===== src/rtl/multicycle_main_fsm.sv =====
// Main control FSM for the multicycle ARM datapath, with memory wait states, Hold stall and illegal-opcode pulse.
// Optional cycle/instruction counters are enabled by defining MULTICYCLE_FSM_PERF_EN.
module multicycle_main_fsm #(
    parameter int MEM_WAIT = 0,
    parameter int WAIT_W   = 4
) (
    input  logic       CLK,
    input  logic       RESET,
    input  logic [1:0] Op,
    input  logic       FunctI,
    input  logic       FunctL,
    input  logic       Hold,
    output logic       IRWrite,
    output logic       NextPC,
    output logic       AdrSrc,
    output logic [1:0] ResultSrc,
    output logic       ALUSrcA,
    output logic [1:0] ALUSrcB,
    output logic       ALUOp,
    output logic       RegWEn,
    output logic       MemWEn,
    output logic       Branch,
    output logic       Illegal,
    output logic [3:0] State
`ifdef MULTICYCLE_FSM_PERF_EN
    ,
    output logic [31:0] CycleCount,
    output logic [31:0] InstrCount
`endif
);

    typedef enum logic [3:0] {
        FETCH    = 4'd0,
        DECODE   = 4'd1,
        MEMADR   = 4'd2,
        MEMREAD  = 4'd3,
        MEMWB    = 4'd4,
        MEMWRITE = 4'd5,
        EXECUTER = 4'd6,
        EXECUTEI = 4'd7,
        ALUWB    = 4'd8,
        BRANCH   = 4'd9
    } state_t;

    localparam logic [WAIT_W-1:0] WAIT_MAX = WAIT_W'(MEM_WAIT);

    state_t            state_r;
    state_t            next_state_s;
    logic [WAIT_W-1:0] cnt_r;
    logic [WAIT_W-1:0] next_cnt_s;
    logic              mem_state_s;
    logic              last_s;
    logic              strobe_en_s;

    assign mem_state_s = (state_r == FETCH) || (state_r == MEMREAD) || (state_r == MEMWRITE);
    assign last_s      = (cnt_r == WAIT_MAX);
    // Strobes are also masked during reset so FETCH does not pulse IRWrite while RESET is held.
    assign strobe_en_s = !Hold && !RESET;
    assign State       = state_r;

    // State and wait-counter register.
    always_ff @(posedge CLK or posedge RESET) begin
        if (RESET) begin
            state_r <= FETCH;
            cnt_r   <= {WAIT_W{1'b0}};
        end else begin
            state_r <= next_state_s;
            cnt_r   <= next_cnt_s;
        end
    end

    // Next-state and wait-counter logic.
    always_comb begin
        next_state_s = state_r;
        next_cnt_s   = cnt_r;
        if (Hold) begin
            next_state_s = state_r;
            next_cnt_s   = cnt_r;
        end else if (mem_state_s && !last_s) begin
            next_cnt_s = cnt_r + WAIT_W'(1);
        end else begin
            next_cnt_s = {WAIT_W{1'b0}};
            case (state_r)
                FETCH:    next_state_s = DECODE;
                DECODE: begin
                    case (Op)
                        2'b00:   next_state_s = FunctI ? EXECUTEI : EXECUTER;
                        2'b01:   next_state_s = MEMADR;
                        2'b10:   next_state_s = BRANCH;
                        default: next_state_s = FETCH;
                    endcase
                end
                MEMADR:   next_state_s = FunctL ? MEMREAD : MEMWRITE;
                MEMREAD:  next_state_s = MEMWB;
                MEMWB:    next_state_s = FETCH;
                MEMWRITE: next_state_s = FETCH;
                EXECUTER: next_state_s = ALUWB;
                EXECUTEI: next_state_s = ALUWB;
                ALUWB:    next_state_s = FETCH;
                BRANCH:   next_state_s = FETCH;
                default:  next_state_s = FETCH;
            endcase
        end
    end

    // Moore datapath selects and strobes; strobes gated by Hold, reset and the final wait cycle.
    always_comb begin
        IRWrite   = 1'b0;
        NextPC    = 1'b0;
        AdrSrc    = 1'b0;
        ResultSrc = 2'b00;
        ALUSrcA   = 1'b0;
        ALUSrcB   = 2'b00;
        ALUOp     = 1'b0;
        RegWEn    = 1'b0;
        MemWEn    = 1'b0;
        Branch    = 1'b0;
        Illegal   = 1'b0;
        case (state_r)
            FETCH: begin
                ALUSrcA   = 1'b1;
                ALUSrcB   = 2'b10;
                ResultSrc = 2'b10;
                IRWrite   = strobe_en_s && last_s;
                NextPC    = strobe_en_s && last_s;
            end
            DECODE: begin
                ALUSrcA   = 1'b1;
                ALUSrcB   = 2'b10;
                ResultSrc = 2'b10;
                Illegal   = strobe_en_s && (Op == 2'b11);
            end
            MEMADR:   ALUSrcB = 2'b01;
            MEMREAD:  AdrSrc = 1'b1;
            MEMWB: begin
                ResultSrc = 2'b01;
                RegWEn    = strobe_en_s;
            end
            MEMWRITE: begin
                AdrSrc = 1'b1;
                MemWEn = strobe_en_s && last_s;
            end
            EXECUTER: ALUOp = 1'b1;
            EXECUTEI: begin
                ALUSrcB = 2'b01;
                ALUOp   = 1'b1;
            end
            ALUWB:    RegWEn = strobe_en_s;
            BRANCH: begin
                ALUSrcB   = 2'b01;
                ResultSrc = 2'b10;
                Branch    = strobe_en_s;
            end
            default: begin
                IRWrite = 1'b0;
            end
        endcase
    end

`ifdef MULTICYCLE_FSM_PERF_EN
    logic [31:0] cycle_cnt_r;
    logic [31:0] instr_cnt_r;

    assign CycleCount = cycle_cnt_r;
    assign InstrCount = instr_cnt_r;

    // Free-running cycle counter and fetched-instruction counter.
    always_ff @(posedge CLK or posedge RESET) begin
        if (RESET) begin
            cycle_cnt_r <= 32'd0;
            instr_cnt_r <= 32'd0;
        end else begin
            cycle_cnt_r <= cycle_cnt_r + 32'd1;
            if (IRWrite) begin
                instr_cnt_r <= instr_cnt_r + 32'd1;
            end else begin
                instr_cnt_r <= instr_cnt_r;
            end
        end
    end
`endif

endmodule


===== config.mk =====
export PLATFORM = sky130hd
export DESIGN_NAME = multicycle_main_fsm
export DESIGN_NICKNAME = d
export VERILOG_FILES = /design/src/rtl/multicycle_main_fsm.sv
export SDC_FILE = /design/constraint.sdc
export NUM_CORES = 1
export LEC_CHECK = 0
export CORE_MARGIN = 8
export CORE_UTILIZATION = 44
export CTS_CLUSTER_DIAMETER = 30
export DETAILED_ROUTE_END_ITERATION = 12
export PLACE_DENSITY_LB_ADDON = 0.25
export SLEW_MARGIN = 20
export SYNTH_ARGS = -nofsm -noshare
export SYNTH_HDL_FRONTEND = slang
export SYNTH_SLANG_ARGS = --single-unit

===== constraint.sdc =====
create_clock -name CLK -period 2 [get_ports CLK]
set_input_delay 0.2 -clock CLK [delete_from_list [all_inputs] [get_ports CLK]]
set_output_delay 0.2 -clock CLK [all_outputs]
set_load 0.005 [all_outputs]

Word-level counts from Yosys, hierarchy flattened
Cells that the tools add are included.
{ "totals": {"regBits": 8, "in_bits": 7, "elab_cells": 51} }
{ "op_classes": {"addsub": 1, "eq_ne": 12, "n_mux": 15, "bitwise": 2, "n_reduce_logical": 19} }
{ "ops": {"columns": ["operator", "n"], "rows": [
  ["4-bit one-hot mux with 5 select lines", 1],
  ["4-bit by 3-bit == test with 1-bit output, second input constant", 4],
  ["4-bit one-hot mux with 3 select lines", 1],
  ["1-bit two-way mux", 9],
  ["4-bit by 2-bit == test with 1-bit output, second input constant", 2],
  ["4-bit == test, second input constant", 2],
  ["4-bit zero test", 2],
  ["2-bit one-hot mux with 2 select lines", 2],
  ["2-bit OR reduction", 4],
  ["3-bit OR reduction", 2],
  ["4-bit by 1-bit adder with 4-bit output, second input constant", 1],
  ["2-bit == test, second input constant", 2],
  ["4-bit by 1-bit == test with 1-bit output, second input constant", 1],
  ["1-bit logical AND", 4],
  ["4-bit two-way mux", 1],
  ["1-bit zero test", 3],
  ["3-bit two-way mux", 1],
  ["2-bit by 1-bit == test with 1-bit output, second input constant", 1],
  ["2-bit zero test", 1],
  ["1-bit logical OR", 2],
  ["1-bit inverter", 2],
  ["2-bit AND reduction", 1]
]} }

Depth between registers and ports, before layout
{ "depth": {"word_depth": 6, "mapped_depth": 6, "depth_no_buf": 6} }

Worst setup path before layout
No wires, ideal clock.
{ "synth_timing": {"path_type": "register to output", "start": "register cnt_r[0]", "end": "output NextPC", "t_arrival_ns": 1.501, "setup_slack_ns": 0.299, "path_stages_with_launch": 6, "n_path_buf": 1, "path_cell_list": "dfrtp_1 > inv_1 > ha_1 > or3b_2 > nor3_1 > buf_4"} }
{ "synth_via": {"elab_chain_cells": 3} }
{ "synth_lines": {"columns": ["element", "line_no", "text"], "rows": [
  ["start, declared", "49", "logic [WAIT_W-1:0] cnt_r;"],
  ["start signal, assigned", "65", "cnt_r <= {WAIT_W{1'b0}};"],
  ["start signal, assigned", "68", "cnt_r <= next_cnt_s;"],
  ["4-bit zero test", "56", "assign last_s = (cnt_r == WAIT_MAX);"],
  ["1-bit logical AND", null, null],
  ["1-bit two-way mux", null, null],
  ["end, declared", "14", "output logic NextPC,"]
]} }
Every way passes these cells.

Worst setup path after layout
{ "layout_timing": {"start": "register state_r[0], in the netlist State[0]", "end": "output RegWEn"} }
{ "layout_via": {"elab_chain_cells": 3, "word_cells_on_any_way": 4, "cone_classes": "eq/ne (2); mux (1); reduce/logical (1)"} }
{ "layout_lines": {"columns": ["element", "line_no", "text"], "rows": [
  ["start, declared", "47", "state_t state_r;"],
  ["start signal, assigned", "67", "state_r <= next_state_s;"],
  ["4-bit == test or 4-bit by 3-bit == test with 1-bit output (tied branches)", "119", "case (state_r)"],
  ["2-bit OR reduction (no source line) *", null, null],
  ["1-bit two-way mux *", "119", null],
  ["end, declared", "20", "output logic RegWEn,"]
]} }
Every way passes the cells marked *; elsewhere a longest branch is shown, timed or not.

==> results.py <==
metrics = {
    "timing": {
        "finalCritPeriodShare_pct": 98.41,
        "fin_crit_ns": 1.968,
        "relSlewSlack_pct": 77.96,
        "whs_ns": 0.2882,
        "finalClockSkew_ns": 0.0002405,
        "hold_viol_final": 0,
        "tightest_slew_ns": 0.3303,
        "finalSetupViolCount": 0,
        "drv_slew": 0,
        "max_freq_mhz": 508.1,
        "rsz0062_at_grt": "true",
    },
    "global_routing": {
        "grt_max_degree": 14,
        "grt.overflow.total": 0,
        "antenna_found_initial": 0,
        "grt_use_total_pct": 12.16,
        "grt_pass1_wl_mm": 3.153,
        "grt_pass1_vias": 706,
    },
    "cts": {
        "cts_tree": "built",
        "cts_buffer_depth": 2,
        "cts.sinks": 8,
        "cts_resized": 8,
        "clk_pin_slew_worst_paths_ns": 0.05,
        "cts_made_buffers": 3,
        "post-cts-setup-buffers": 0,
        "cts_hold_buf": 0,
        "ctsHtreeMaxLevel": 1,
        "cts_root_buf": "clkbuf_4",
        "clk_latency_ns": 0.25,
    },
    "power": {
        "vdd.ir_drop.worst_mv": 0.7322,
        "clkPwrFrac_pct": 8.7,
        "p_leak_nw": 0.4638,
        "power.density_nw_per_um2": 1368,
        "internal_power_mw": 0.8213,
        "power.share.switching_pct": 41.75,
        "switchingPower_mw": 0.5888,
        "power.total_mw": 1.410,
        "power_frac_comb_pct": 72.2,
        "p_seq_share_pct": 19.1,
    },
    "yosys": {
        "synth_seq_area_share_pct": 28.12,
        "synth_fp_nets": 94,
        "yosys_register_bits": 8,
        "ys_warn_count": 0,
        "yosysUniqueCellTypes": 35,
        "synth-edff-count": 0,
        "yosysTopAreaCell": "dfrtp_1",
        "syn-cell-area_um2": 711.9,
        "synth_compound_area_share_pct": 20.56,
        "syn_avg_cell_area_um2": 8.376,
        "synth_top_area_share_pct": 28.12,
        "synthMuxAreaShare_pct": 6.327,
        "synth-simple-area-share_pct": 26.19,
        "synthAdderAreaFrac_pct": 3.515,
        "synth_top_family_by_area": "simple AND/OR/NAND/NOR gates",
        "synth-main-ff-cell": "dfrtp_1",
        "synth_xor_area_share_pct": 3.515,
        "syn_inst": 85,
        "synth_area_leaders": "dfrtp_1, mux2_4, nor3_1",
        "async_reset_ff_share_pct": 100.0,
    },
    "worst_setup_path": {
        "crit_buf_inv": 2,
        "worstRegToRegCells": 6,
        "cp_data_required_time_ns": 1.80,
        "cp.depth": 4,
        "path_class": "reg -> out",
        "rrSetupSlack_ns": 0.33,
        "critPathArrivalTime_ns": 1.77,
        "cp-start-kind": "register",
        "path_cells": "inv_1 > nand2_1 > a21oi_1 > clkdlybuf4s50_1",
        "max_stage_delay_ns": 0.52,
        "crit_family": "buffers and inverters",
        "critPathMaxFanout": 7,
        "crit_slowest_cell": "clkdlybuf4s50_1",
        "crit_path_end_kind": "output pin",
    },
    "finish": {
        "multi_input_comb_area_um2": 456.7,
        "area_growth_pct": 44.82,
        "diodes": 0,
        "layout.cells.non_filler": 129,
        "register_area_um2": 201.4,
        "postLayoutCellArea_um2": 1031,
        "drive_above_1_share_pct": 23.89,
        "layout.nets": 124,
        "nFillCells": 133,
    },
    "worst_hold_path": {
        "worstHoldPathType": "in -> async",
    },
    "floorplanning": {
        "die_x_um": 56.23,
        "coreArea_um2": 1506,
        "ios": 24,
        "dieArea_um2": 3161,
        "die_y_um": 56.23,
        "std_cell_rows": 14,
        "initial_core_util_pct": 47.26,
    },
    "placed_design": {
        "portBuffers": 23,
        "dp.cells": 126,
        "gp_congestion": 0.7822,
        "dpl_cell_area_um2": 979.7,
        "place_hpwl_mm": 1.483,
    },
    "route": {
        "antenna_left": 0,
        "vias": 714,
        "drtIter0Drc": 16,
        "first_pass_iters": 4,
        "avgRoutedWirePerCell_um": 14.84,
        "drt-total-wl_mm": 1.915,
        "drc": 0,
        "viasPerCell": 5.535,
    },
    "status": {
        "outcome": "finished, final reports clean",
    },
    "job": {
        "maxCapViolations": 0,
    },
}
[through the flow]
step | setup WS [ns] | TNS [ns] | util [%]
detailed placement | -0.08764 | -0.1971 | 65.03
floorplan | 0.2988 | 0 | -
global placement | -0.03502 | -0.06991 | 65.03
finish | 0.03186 | 0 | 68.44
global route | -0.05162 | -0.09833 | 68.44
CTS | 0.006031 | 0 | 67.52
[state kept, by name, summed over array words and instances, names as in the netlist]
signal / cells
cnt_r: 4
State: 4
[power by group through the flow]
stage	Clock, mW	Combinational (mW)	Sequential [mW]
floorplan	0	0.629	0.250
global placement	0	0.989	0.266
detailed placement	0	0.991	0.266
CTS	0.129	1.01	0.266
global route	0.137	1.10	0.278
finish	0.122	1.02	0.269
[layer usage]
metal / vias to the layer above / share of wire [%] / global-route usage [%]
met4: 0 / 1.4 / 7.216
met2: 22 / 51 / 19.65
met3: 2 / 5.1 / 3.653
met5: - / 0 / 0
li1: 355 / - / -
met1: 335 / 42 / 13.60
[synthesized netlist by cell type, types with 2 or more instances]
| cell type | n |
|---|---|
| o21ai_0 | 3 |
| a211oi_1 | 2 |
| dfrtp_1 | 8 |
| ha_1 | 2 |
| inv_1 | 7 |
| a21oi_1 | 4 |
| nand3_1 | 3 |
| mux2_4 | 3 |
| nand2_1 | 8 |
| nor3b_1 | 2 |
| nor2_1 | 7 |
| buf_4 | 4 |
| nand2b_1 | 3 |
| nor3_1 | 6 |
| o31ai_1 | 2 |
| nor4_1 | 2 |
[layout make-up]
class                           count  area share, %
Tap cell                           16          1.942
Inverter                            7          2.549
Sequential cell                     8          19.54
Multi-Input combinational cell     62          44.30
Clock buffer                        3          2.184
Timing Repair Buffer               33          29.49
[worst paths after layout]
path | end | from
min in group CLK | State[2]$_DFFE_PP0P_ | State[2]$_DFFE_PP0P_
setup reg to reg | State[3]$_DFFE_PP0P_ | cnt_r[0]$_DFFE_PP0N_
max in group asynchronous | State[1]$_DFFE_PP0P_ | RESET
setup / recovery | RegWEn | State[0]$_DFFE_PP0P_
hold / removal | cnt_r[0]$_DFFE_PP0N_ | RESET
hold reg to reg | State[2]$_DFFE_PP0P_ | State[2]$_DFFE_PP0P_
[worst register-to-register path, delay by kind of cell (launching register included)]
family	cells	cell delay [ns]
compound gates	1	0.25
simple gates	2	0.38
buf+inv	1	0.08
fa+ha+maj	1	0.16
flops	1	0.37
mux	1	0.32
[kinds of logic (layout without fill, tap and decap cells)]
kind of cell               count (synthesis)  after routing
and+or+nand+nor                           36             36
buffers and inverters                     15             43
AOI/OAI and AO/OA                         19             19
DFF                                        8              8
muxes                                      3              3
adders and majority gates                  2              2
xor gates and xnor gates                   2              2
[layout by cell type (no fill, tap or decap), types with 2 or more instances in the layout]
master and instances:
nand2_1 8, clkdlybuf4s50_1 19, ha_1 2, nand3_1 3
inv_1 7, o21ai_0 3, a211oi_1 2, buf_4 10
nor2_1 7, mux2_4 3, dfrtp_1 7, nor4_1 2
o31ai_1 2, dlygate4sd2_1 3, nand2b_1 3, a21oi_1 4
clkbuf_4 3, nor3_2 2, nor3_1 3
Power figures use the tool's default switching activity.
==> variant 1, RTL diff (same flow settings) <==
The option `MULTICYCLE_FSM_PERF_EN` is turned on by a define.
--- a/src/rtl/multicycle_main_fsm.sv
+++ b/src/rtl/multicycle_main_fsm.sv
@@ -1,5 +1,7 @@
 // Main control FSM for the multicycle ARM datapath, with memory wait states, Hold stall and illegal-opcode pulse.
 // Optional cycle/instruction counters are enabled by defining MULTICYCLE_FSM_PERF_EN.
+`define MULTICYCLE_FSM_PERF_EN
+
 module multicycle_main_fsm #(
     parameter int MEM_WAIT = 0,
     parameter int WAIT_W   = 4
Formal check against the unedited RTL (old outputs only; new: CycleCount and InstrCount): equivalent (equiv_simple and equiv_induct, registers matched by name and starting in step).
==> variant 1 against the unedited design <==
- the flow now finishes with violations (negative setup slack)
- combinational power is 21% higher
- synthesized cell count grew to 3.9 times the old value
- non-clock buffer count is 85 higher
- wire length grew to 4.3 times the old value
- area after synthesis grew to 4.8 times the old value
- final cell count grew to 4.3 times the old value
- critical path depth is 1 higher
- final area grew to 4.8 times the old value
- total power grew to 2.9 times the old value
- sequential cell count is 64 higher
- register-to-register slack worse by 510 ps
- sequential power grew to 6.2 times the old value
- setup slack worse by 210 ps
- critical path type is now reg -> reg
==> variant 1: results (changes against the unedited design) <==
| Metric | Value |
|---|---|
| Status | `finished with violations` |
| Failing checks | `negative setup slack` |
| Crit-path max FO | `4 (-3)` |
| Number of CTS-inserted buffers | `9 (+6)` |
| R2r endpoint | `InstrCount[17]$_DFFE_PP0P_` |
| CTS H-tree lvls | `3 (+2)` |
| Largest net degree at the start of global routing | `73 (+59)` |
| Sequential area share after synthesis | `52.5% (+24 points)` |
| DP Area | `4620 sq um (+370%)` |
| Filler instances | `657 (+390%)` |
| Largest cells by area after synthesis | `dfrtp_1, xnor2_1, xor2_1` |
| Hold_ws | `411 ps (+123 ps)` |
| Share of cells above drive strength 1 | `18.2% (-5.7 points)` |
| Area delta synth->final | `42.8%` |
| DPL Wire Length | `6140 um (+310%)` |
| Synth top cells by count | `dfrtp_1, nand2_1, nor2_1` |
| Reg2reg start | `State[0]$_DFFE_PP0P_` |
| VDD IR max | `0.000619 V (-15%)` |
| Vias | `2779 (+290%)` |
| Number of I/O port buffers | `87 (+280%)` |
| Final worst slack | `-178 ps (-210 ps)` |
| Clk slew on worst S/H paths | `80 ps (+30 ps)` |
| Synthesized net count | `343 (+260%)` |
| Avg Cell Area, Syn | `10.3 sq um (+23%)` |
| FF-to-FF path depth | `5 (-1)` |
| Root Driver | `clkbuf_8` |
| Place WS | `-467 ps (-379 ps)` |
| Final-report setup violation count | `6 (+6)` |
| Global-route wire length before repair | `13900 um (+340%)` |
| Leakage | `2.26 nW (+390%)` |
| Slowest stage delay, CP | `570 ps (+50 ps)` |
| Total track usage | `15.3% (+3.2 points)` |
| WL/cell | `14.8 um (-0.58%)` |
| Nets | `463 (+270%)` |
| Placed insts | `540 (+330%)` |
| WP data arrival | `2450 ps (+680 ps)` |
| Compound-cell area share of the yosys netlist | `2.37% (-18 points)` |
| Crit-path slowest cell | `or4_4` |
| Worst-skew pair later-pin latency | `350 ps (+100 ps)` |
| Setup_tns | `-815 ps (-815 ps)` |
==> variant 1: layout make-up <==
cell class	instances	area share, %
sequential	72	36.8
timing repair buffer	118	22.5
clock inverter	7	1.43
inverter	11	0.919
multi-input combinational	240	33.3
tap	102	2.60
clock buffer	9	2.53
==> variant 1: per-layer routing <==
layer,global-route usage [%],vias up,routed length [um]
met5,0,-,0
met4,6.83,0,136
met3,4.34,11,390
met2,25.6,50,4000
met1,17.8,1350,3720
li1,-,1368,-
==> variant 1: what timing repair did <==
action	CTS	global route
hold buffers	0	0
setup buffers	1	2
pin swaps	2	2
gates resized for setup	23	23
setup endpoints to repair	21	32
==> variant 1: worst max path at each step <==
| stage | startpoint | slack (ps) | cells past startpoint | to |
|---|---|---|---|---|
| after CTS | State[1]$_DFFE_PP0P_ | -150 | 5 | InstrCount[17]$_DFFE_PP0P_ |
| after global routing | State[0]$_DFFE_PP0P_ | -240 | 5 | InstrCount[17]$_DFFE_PP0P_ |
| after floorplan | State[3]$_DFFE_PP0P_ | -170 | 6 | InstrCount[17]$_DFFE_PP0P_ |
| final | State[0]$_DFFE_PP0P_ | -180 | 5 | InstrCount[17]$_DFFE_PP0P_ |
| after detailed placement | Hold | -470 | 6 | InstrCount[15]$_DFFE_PP0P_ |
| after global placement | Hold | -390 | 6 | InstrCount[17]$_DFFE_PP0P_ |
==> variant 1: power groups by stage <==
stage | Sequential (mW) | Clock (mW) | Combinational, mW
finish | 1.66 | 1.13 | 1.23
global route | 1.67 | 1.22 | 1.33
CTS | 1.65 | 1.17 | 1.18
detailed placement | 1.68 | 0 | 1.19
global placement | 1.68 | 0 | 1.16
floorplan | 1.68 | 0 | 0.565
==> variant 2, RTL diff (same settings) <==
Made on the original files. Register the inputs `Op`, `FunctI`, `FunctL` and `Hold` before use. The logic sees them one clock later. Comments in the files are not updated.
--- a/src/rtl/multicycle_main_fsm.sv
+++ b/src/rtl/multicycle_main_fsm.sv
@@ -44,6 +44,18 @@
 
     localparam logic [WAIT_W-1:0] WAIT_MAX = WAIT_W'(MEM_WAIT);
 
+    logic [1:0] Op_q;
+    logic FunctI_q;
+    logic FunctL_q;
+    logic Hold_q;
+
+    always_ff @(posedge CLK) begin
+        Op_q     <= Op;
+        FunctI_q <= FunctI;
+        FunctL_q <= FunctL;
+        Hold_q   <= Hold;
+    end
+
     state_t            state_r;
     state_t            next_state_s;
     logic [WAIT_W-1:0] cnt_r;
@@ -55,7 +67,7 @@
     assign mem_state_s = (state_r == FETCH) || (state_r == MEMREAD) || (state_r == MEMWRITE);
     assign last_s      = (cnt_r == WAIT_MAX);
     // Strobes are also masked during reset so FETCH does not pulse IRWrite while RESET is held.
-    assign strobe_en_s = !Hold && !RESET;
+    assign strobe_en_s = !Hold_q && !RESET;
     assign State       = state_r;
 
     // State and wait-counter register.
@@ -73,7 +85,7 @@
     always_comb begin
         next_state_s = state_r;
         next_cnt_s   = cnt_r;
-        if (Hold) begin
+        if (Hold_q) begin
             next_state_s = state_r;
             next_cnt_s   = cnt_r;
         end else if (mem_state_s && !last_s) begin
@@ -83,14 +95,14 @@
             case (state_r)
                 FETCH:    next_state_s = DECODE;
                 DECODE: begin
-                    case (Op)
-                        2'b00:   next_state_s = FunctI ? EXECUTEI : EXECUTER;
+                    case (Op_q)
+                        2'b00:   next_state_s = FunctI_q ? EXECUTEI : EXECUTER;
                         2'b01:   next_state_s = MEMADR;
                         2'b10:   next_state_s = BRANCH;
                         default: next_state_s = FETCH;
                     endcase
                 end
-                MEMADR:   next_state_s = FunctL ? MEMREAD : MEMWRITE;
+                MEMADR:   next_state_s = FunctL_q ? MEMREAD : MEMWRITE;
                 MEMREAD:  next_state_s = MEMWB;
                 MEMWB:    next_state_s = FETCH;
                 MEMWRITE: next_state_s = FETCH;
@@ -128,7 +140,7 @@
                 ALUSrcA   = 1'b1;
                 ALUSrcB   = 2'b10;
                 ResultSrc = 2'b10;
-                Illegal   = strobe_en_s && (Op == 2'b11);
+                Illegal   = strobe_en_s && (Op_q == 2'b11);
             end
             MEMADR:   ALUSrcB = 2'b01;
             MEMREAD:  AdrSrc = 1'b1;
Function: changed (a bounded check fails within 4 cycles, from zero or initial values and one cycle with RESET high).
==> variant 2 against the unedited design <==
- critical path depth did not move
- wire length fell by 0.99%
- clock skew rose by 0.76 ps
- area after synthesis rose by 6.9%
- sequential cell count rose by 5
- non-clock buffer count fell by 2
- maximum frequency rose by 4.2%
- setup slack improved by 79 ps
- total power fell by 2.6%
- final area rose by 6.6%
- largest cell class unchanged
==> variant 2: results (changes against the unedited design) <==
| Metric | Value |
|---|---|
| Status | `finished clean` |
| FF-to-FF path depth | `5 (-1)` |
| DR iter-0 viols | `19 (+3)` |
| Worst Hold Class | `in -> async` |
| Global-route wire length before repair | `3230 um (+2.4%)` |
| Slowest stage delay, CP | `530 ps` |
| Number of I/O port buffers | `23 (unchanged)` |
| Synth top cells by count | `nor2_1, nand2_1, dfrtp_1` |
| Max-slew headroom | `76.7% (-1.2 points)` |
| Vias in the first global route | `701 (-0.71%)` |
| CTS H-tree lvls | `1 (unchanged)` |
| DPL Wire Length | `1470 um (-1.1%)` |
| Final Skew | `0.997 ps (+0.757 ps)` |
| VDD IR max | `0.000749 V (+2.3%)` |
| Crit path max-delay family | `buffers and inverters` |
| Worst-skew pair later-pin latency | `270 ps (+20 ps)` |
| Ys flop type | `dfrtp_1` |
| Share of cells above drive strength 1 | `22.7% (-1.2 points)` |
| Reg2reg setup slack | `260 ps (-70 ps)` |
| Clk slew on worst S/H paths | `80 ps (+30 ps)` |
| Largest cells by area after synthesis | `dfrtp_1, dfxtp_1, nor2_1` |
| Leakage | `0.545 nW (+17%)` |
| Antenna violations before repair | `0 (unchanged)` |
| Root Driver | `clkbuf_4` |
| Crit-path slowest cell | `clkdlybuf4s50_1` |
| Yosys warns | `0 (unchanged)` |
| Synthesized net count | `98 (+4.3%)` |
| Nets | `129 (+4.0%)` |
| Hold_ws | `216 ps (-72.1 ps)` |
| Ant. Diodes | `0 (unchanged)` |
| Clk sinks | `13 (+5)` |
| CP Launch Point | `State[1]$_DFFE_PP0P_` |
| 1st-pass router iterations | `4 (unchanged)` |
| Total track usage | `12.3% (+0.12 points)` |
| GPL Wtd Cong | `0.803 (+2.6%)` |
| Number of CTS-inserted buffers | `3 (unchanged)` |
| Max Buffers Root-to-Sink | `2 (unchanged)` |
| Sequential area share after synthesis | `39.5% (+11 points)` |
| Ys async rst share | `61.5% (-38 points)` |
| Final WL | `1900 um (-0.99%)` |
| R2r endpoint | `State[2]$_DFFE_PP0P_` |
| Synth unique cells | `37 (+5.7%)` |
| WP data arrival | `1690 ps (-80 ps)` |
| Vias per inst | `5.38 (-2.9%)` |
| Filler instances | `146 (+9.8%)` |
| Largest net degree at the start of global routing | `16 (+2)` |
| Crit-path max FO | `15 (+8)` |
-- variant 2: cell count changes in the layout (fill, tap and decap cells not counted), moves of 3 or more --
cell / change
dlygate4sd2_1: +4
dfxtp_1: +5
nor2_1: +4
mux2_2: +3
clkdlybuf4s50_1: -6
-- variant 2: layout make-up --
cell class / count / area, sq um / share of cell area (%)
multi-input cells: 65 / 438 / 39.9
flip-flops and latches: 13 / 300 / 27.3
repair buffers: 31 / 289 / 26.3
clock buffers: 3 / 22.5 / 2.05
inverters: 6 / 22.5 / 2.05
well taps: 17 / 21.3 / 1.94
clock inverters: 1 / 5.00 / 0.456
-- variant 2: cells by family (layout without fill, tap and decap cells) --
| kind of cell | count (synthesis) | count (layout) | share of synthesized area, % |
|---|---|---|---|
| AOI/OAI and AO/OA | 13 | 13 | 12.2 |
| xor gates and xnor gates | 1 | 1 | 1.15 |
| adders and majority gates | 2 | 2 | 3.29 |
| buffers and inverters | 11 | 41 | 7.07 |
| DFF | 13 | 13 | 39.5 |
| muxes | 4 | 4 | 6.41 |
| and+or+nand+nor | 45 | 45 | 30.4 |
-- variant 2: layer usage --
layer | part of all wire (%) | track usage (%) | up-vias
met4 | 0.63 | 5.36 | 0
met1 | 43 | 15.2 | 339
met5 | 0 | 0 | -
met2 | 46 | 18.0 | 28
met3 | 9.7 | 5.16 | 2
li1 | - | - | 362
-- variant 2: worst reg2reg max path, stage by stage, from the launching register on --
cell     delay (ps)
dfrtp_1         380
buf_4           190
xor2_2          190
mux2_4          310
a21oi_4         200
mux2_2          360
-- variant 2: repair_timing --
action                                  4_1_cts  5_1_grt
setup buffers                                 1        1
endpoints found under the setup margin        8        6
endpoints found under the hold margin         0        0
hold buffers                                  0        0
resized for setup                            10        8
pin swaps                                     2        0
-- variant 2: report_power, final --
part	internal (mW)	switching, mW	total [mW]
combinational	0.475	0.403	0.879
clock	0.0740	0.0846	0.159
sequential	0.301	0.0348	0.336
-- variant 2: worst max-delay path by stage --
stage / to / slack [ps]
after CTS: AdrSrc / 10
after global routing: ResultSrc[1] / 20
after global placement: Illegal / -60
final: ResultSrc[1] / 110
after detailed placement: MemWEn / -100
after floorplan: NextPC / 350
-- variant 2: per-stage QoR --
step / setup WS [ps] / cell area (sq um) / instances / power [mW] / setup TNS, ps
floorplan: 347 / 761 / 89 / 0.741 / 0
finish: 110 / 1100 / 136 / 1.37 / 0
CTS: 13.5 / 1060 / 135 / 1.33 / 0
global route: 20.6 / 1100 / 136 / 1.48 / 0
detailed placement: -105 / 1030 / 130 / 1.15 / -366
global placement: -63.0 / 1030 / 130 / 1.14 / -121
